$ cat config.mk
export PLATFORM = sky130hd
export DESIGN_NAME = fat_port_arbiter
export DESIGN_NICKNAME = d
export VERILOG_FILES = /design/src/rtl/sat_pkg.sv /design/src/rtl/fat_rr_pick.sv /design/src/rtl/fat_port_arbiter.sv
export SDC_FILE = /design/constraint.sdc
export NUM_CORES = 1
export LEC_CHECK = 0
export CAP_MARGIN = 10
export CORE_MARGIN = 4
export CORE_UTILIZATION = 36
export CTS_CLUSTER_DIAMETER = 200
export CTS_CLUSTER_SIZE = 28
export DETAILED_ROUTE_END_ITERATION = 16
export GPL_ROUTABILITY_DRIVEN = 1
export HOLD_SLACK_MARGIN = 0.06
export MAX_ROUTING_LAYER = met4
export PLACE_DENSITY = 0.85
export SETUP_SLACK_MARGIN = 0.5
export SYNTH_ARGS = -nofsm -noshare
export SYNTH_HDL_FRONTEND = slang
export SYNTH_HIERARCHICAL = 1
export SYNTH_SLANG_ARGS = --single-unit
$ cat constraint.sdc
create_clock -name clk -period 5.8 [get_ports clk]
set_input_delay 0.58 -clock clk [delete_from_list [all_inputs] [get_ports clk]]
set_output_delay 0.58 -clock clk [all_outputs]
set_load 0.005 [all_outputs]
$ cat src/rtl/sat_pkg.sv
// Shared constants and types for the SAT solver's FAT access path.
package sat_pkg;

  localparam int unsigned VAR_NUM     = 8;
  localparam int unsigned VAR_NUM_LOG = 3;

  localparam int unsigned REQ_BT  = 0;
  localparam int unsigned REQ_BCP = 1;
  localparam int unsigned REQ_DEC = 2;

  typedef enum logic {
    IDLE,
    OWN
  } arb_state_t;

  // Round-robin pointer only ever names one of the two fair requesters.
  function automatic logic [1:0] rr_next(input logic [1:0] p);
    return (p == 2'(REQ_BCP)) ? 2'(REQ_DEC) : 2'(REQ_BCP);
  endfunction

endpackage

$ cat src/rtl/fat_rr_pick.sv
// Combinational picker: backtrack requester wins outright, BCP and decision
// requesters share by a two-way round-robin pointer.
module fat_rr_pick
  import sat_pkg::*;
(
  input  logic [2:0] req,
  input  logic [1:0] rr_ptr,
  output logic [2:0] pick,
  output logic       pick_valid
);

  always_comb begin
    pick = '0;
    if (req[REQ_BT]) begin
      pick[REQ_BT] = 1'b1;
    end else if (req[REQ_BCP] && req[REQ_DEC]) begin
      if (rr_ptr == 2'(REQ_DEC)) pick[REQ_DEC] = 1'b1;
      else                       pick[REQ_BCP] = 1'b1;
    end else if (req[REQ_BCP]) begin
      pick[REQ_BCP] = 1'b1;
    end else if (req[REQ_DEC]) begin
      pick[REQ_DEC] = 1'b1;
    end
  end

  assign pick_valid = |pick;

endmodule

$ cat src/rtl/fat_port_arbiter.sv
// Burst arbiter for the single-port FAT RAM: backtrack, BCP writer and decision
// unit share the port; read data returns tagged with the issuing requester.
module fat_port_arbiter #(
  parameter int unsigned VAR_NUM     = sat_pkg::VAR_NUM,
  parameter int unsigned VAR_NUM_LOG = sat_pkg::VAR_NUM_LOG,
  parameter int unsigned MAX_BURST   = 16
) (
  input  logic                         clk,
  input  logic                         rst,
  input  logic [2:0]                   req,
  input  logic [2:0]                   req_write,
  input  logic [2:0]                   req_last,
  input  logic [3*(VAR_NUM_LOG+1)-1:0] req_addr,
  input  logic [3*VAR_NUM-1:0]         req_wdata,
  output logic [2:0]                   gnt,
  output logic                         fat_en,
  output logic                         fat_write,
  output logic [VAR_NUM_LOG:0]         fat_address,
  output logic [VAR_NUM-1:0]           fat_wdata,
  input  logic [VAR_NUM-1:0]           fat_out,
  output logic                         rd_valid,
  output logic [1:0]                   rd_id,
  output logic [VAR_NUM-1:0]           rd_data,
  output logic                         busy,
  output logic                         err_burst
);

  import sat_pkg::*;

  localparam int unsigned AW = VAR_NUM_LOG + 1;
  localparam int unsigned CW = $clog2(MAX_BURST + 1);

  arb_state_t    state;
  logic [1:0]    owner;
  logic [1:0]    rr_ptr;
  logic [CW-1:0] beat_cnt;

  logic [2:0] pick;
  logic       pick_valid;
  logic [2:0] gnt_c;
  logic [1:0] gnt_idx;
  logic       at_limit;
  logic       burst_end;

  fat_rr_pick u_pick (
    .req        (req),
    .rr_ptr     (rr_ptr),
    .pick       (pick),
    .pick_valid (pick_valid)
  );

  // Grant is zero-latency; holding reset low masks it immediately.
  always_comb begin
    gnt_c = '0;
    if (rst) begin
      if (state == IDLE) begin
        if (pick_valid) gnt_c = pick;
      end else begin
        gnt_c[owner] = req[owner];
      end
    end
  end

  always_comb begin
    gnt_idx = 2'(REQ_BT);
    if (gnt_c[REQ_BCP])      gnt_idx = 2'(REQ_BCP);
    else if (gnt_c[REQ_DEC]) gnt_idx = 2'(REQ_DEC);
  end

  always_comb begin
    fat_write   = 1'b0;
    fat_address = '0;
    fat_wdata   = '0;
    if (|gnt_c) begin
      fat_write   = req_write[gnt_idx];
      fat_address = req_addr[gnt_idx*AW +: AW];
      fat_wdata   = req_wdata[gnt_idx*VAR_NUM +: VAR_NUM];
    end
  end

  assign at_limit  = (beat_cnt == CW'(MAX_BURST - 1));
  assign burst_end = req_last[gnt_idx] | at_limit;

  assign gnt     = gnt_c;
  assign fat_en  = |gnt_c;
  assign busy    = rst & ((state == OWN) | (|gnt_c));
  assign rd_data = fat_out;

  always_ff @(posedge clk) begin
    if (!rst) begin
      state     <= IDLE;
      owner     <= '0;
      rr_ptr    <= 2'(REQ_BCP);
      beat_cnt  <= '0;
      rd_valid  <= 1'b0;
      rd_id     <= '0;
      err_burst <= 1'b0;
    end else begin
      rd_valid <= |(gnt_c & ~req_write);
      rd_id    <= gnt_idx;
      if (|gnt_c) begin
        if (at_limit) err_burst <= 1'b1;
        if (burst_end) begin
          state    <= IDLE;
          owner    <= '0;
          beat_cnt <= '0;
          if (gnt_idx != 2'(REQ_BT)) rr_ptr <= rr_next(rr_ptr);
        end else begin
          state    <= OWN;
          owner    <= gnt_idx;
          beat_cnt <= beat_cnt + 1'b1;
        end
      end else if (state == OWN) begin
        // Owner withdrew its request mid-burst: release without error.
        state    <= IDLE;
        owner    <= '0;
        beat_cnt <= '0;
        if (owner != 2'(REQ_BT)) rr_ptr <= rr_next(rr_ptr);
      end
    end
  end

endmodule

==> flow_summary.yaml <==
worst_setup_path:
  end_kind: "primary output"
  crit_chain: "clkdlybuf4s50_1 -> or3_1 -> nor2b_1 -> a21oi_2 -> nor2_1 -> nand2_1 -> nor2_1 -> a311oi_1 -> clkdlybuf4s50_1"
  r2r_end: "rr_ptr[0]"
  startpoint_type: "input port"
  reg2reg_depth: 10
  worstReg2RegStart: "rr_ptr[0]"
  crit_fanout: 26
  cp_data_required_time_ns: 5.22
  crit_slowest_cell: "nand2_1"
  rrSetupSlack_ns: 3.49
  cp.arrival_ns: 3.60
  path_class: "in -> out"
  critical_path.max_stage_delay_ns: 0.62
hold_path:
  holdPathStages: 2
  min-delay-start: "beat_cnt[4]"
  hp-class: "reg -> reg"
  hold_end: "beat_cnt[4]"
layout:
  drive_gt1_share_pct: 7.143
  seqCellArea_sq_um: 280.3
  mostFrequentLayoutCell: "clkdlybuf4s50_1"
  fin_nets: 268
  final_util_pct: 62.24
  diodes: 0
  final_cell_mix: "68 x clkdlybuf4s50_1, 33 x nand2_1, 23 x nor2_1"
  multiInputGateArea_sq_um: 701.9
  area_growth_syn_to_layout_pct: 58.55
  layout.cells.non_filler: 241
  fillers: 262
drt:
  wl_met2_microns: 1674
  routed_via_density: 5.344
  wl_microns: 3491
  wl_met3_microns: 334
  route.top_layer_used: "met4"
  drc_errors: 0
  drt_iter0_drc: 67
  vias: 1288
  drtPass1Iterations: 4
  drt-met1-wl_microns: 1461
  routedWlPerCell_microns: 14.49
  antenna_left: 0
die:
  die_w_microns: 63.77
  io-pin-count: 85
  initial_utilization_pct: 39.25
  rows: 19
  chipHeight_microns: 63.77
  die_area_sq_um: 4067
  core_sq_um: 2853
synthesis:
  synth-seq-cells: 14
  syn_nets: 211
  synth_mux_area_share_pct: 3.240
  synth_ff_type: "dfxtp_1"
  ys_types: 38
  yosysWarnings: 6
  synth-compound-area-share_pct: 25.70
  synth_edf_count: 0
  synthAdderAreaFrac_pct: 2.235
  synth.avg_cell_area_sq_um: 7.272
  syn-cell-area_sq_um: 1120
  synth_xor_xnor_area_share_pct: 0
  yosys.area_share.simple_pct: 31.51
  netlist_instances: 154
  ys_seq_area_share_pct: 25.03
  synth_top_family_by_area: "simple AND/OR/NAND/NOR gates"
  synth-async-reset-ratio_pct: 0
clock_network:
  clk_transition_reported_paths_ns: 0.09
  cts_post_setup_buffers_inserted: 0
  clockBufferDepth: 2
  clock_latency_ns: 0.28
  cts_resized: 0
  htree_levels: 1
  cts_hold_buffers: 0
  cts-buffers-inserted: 3
  clkSinkCount: 14
  cts_tree: "built"
  cts-root-buf: "clkbuf_4"
global_routing:
  grt_pass1_vias: 1244
  grt_max_degree: 27
  grt.overflow.total: 0
  grt_use_total_pct: 17.55
  grt_pass1_wl_microns: 5685
  grt_antenna_before_repair: 0
pwr:
  p_leak_nw: 0.7444
  power.density_nw_per_um2: 154.0
  power_uw: 273.4
  peakVddDrop_mv: 0.1405
placement:
  dp_cells: 237
  gp_congestion: 0.8163
  dpl.hpwl_microns: 2818
  portBuffers: 68
timing:
  slew_headroom_pct: 45.97
  slew_viol_final: 0
  fin_crit_sh_pct: 71.99
  tightest_slew_ns: 0.8085
  skew_ns: 0.003140
  finalSetupViolations: 0
  setup_tns_ns: 0
  hold_viol_final: 0
  clock.fmax_ghz: 0.2395
  finalCriticalPeriod_ns: 4.175
  rsz0062_at_grt: "no"
status:
  status: "complete, no violations"
run:
  maxCapViolations: 0
[layer usage]
metal,up-vias,GRT usage (%)
met1,572,20.53
met4,0,3.774
li1,646,-
met5,-,-
met2,64,31.29
met3,6,3.152
[registers in the layout (all words and copies together) (netlist names)]
register and flops:
state 1, beat_cnt 5, owner 2, err_burst 1
rr_ptr 2, rd_id 2, rd_valid 1
[synth_stat cells (3+ instances only)]
cell type / instances / share of area (%)
nor2_1: 23 / 7.7
a311oi_1: 13 / 10
dfxtp_1: 14 / 25
a21o_1: 3 / 2.0
nand2_1: 33 / 11
o21ai_0: 4 / 1.8
buf_4: 10 / 6.7
nand2b_1: 3 / 1.7
clkbuf_1: 3 / 1.0
a21oi_1: 3 / 1.3
inv_1: 9 / 3.0
[cell families (layout without fill, tap and decap cells)]
logic type      Yosys count  after routing
simple gates             76             76
compound gates           33             33
buf+inv                  26             82
flops                    14             14
mux                       3              3
fa+ha+maj                 2              2
[report_power, final]
group	total (mW)	leakage (nW)	internal [mW]	switching, mW
Combinational	0.0995	0.610	0.0603	0.0392
Clock	0.0700	0.0210	0.0382	0.0319
Sequential	0.104	0.114	0.100	0.00362
Total	0.273	0.744	0.199	0.0747
[through the flow]
step                      instance area, sq um  hold slack [ns]  worst slack (ns)
after floorplan                           1120           0.4250             3.091
after global placement                    1739           0.4371             1.709
after detailed placement                  1739           0.4579             1.629
after CTS                                 1775           0.4788             1.627
after global routing                      1775           0.5361             1.377
final                                     1775           0.4696             1.625
[worst max-delay path by stage]
stage                      start             end  slack [ns]
after floorplan           req[1]  fat_address[0]        3.09
after global placement    req[1]    fat_wdata[6]        1.71
after detailed placement  req[1]    fat_wdata[6]        1.63
after CTS                 req[1]    fat_wdata[6]        1.63
after global routing      req[1]    fat_wdata[6]        1.38
final                     req[1]    fat_wdata[6]        1.62
[worst max-delay path, delay by kind of cell]
family | cells | cell delay, ns
and+or+nand+nor | 5 | 1.37
AOI/OAI and AO/OA | 2 | 0.60
buffers and inverters | 2 | 1.04
[final cells by class]
class                      instances  share of cell area, %
multi-input combinational        114                  39.53
timing repair buffer              68                  38.34
sequential                        14                  15.79
tap                               31                  2.185
inverter                          10                  2.114
clock buffer                       4                  2.044
(Power assumes the default switching activity.)
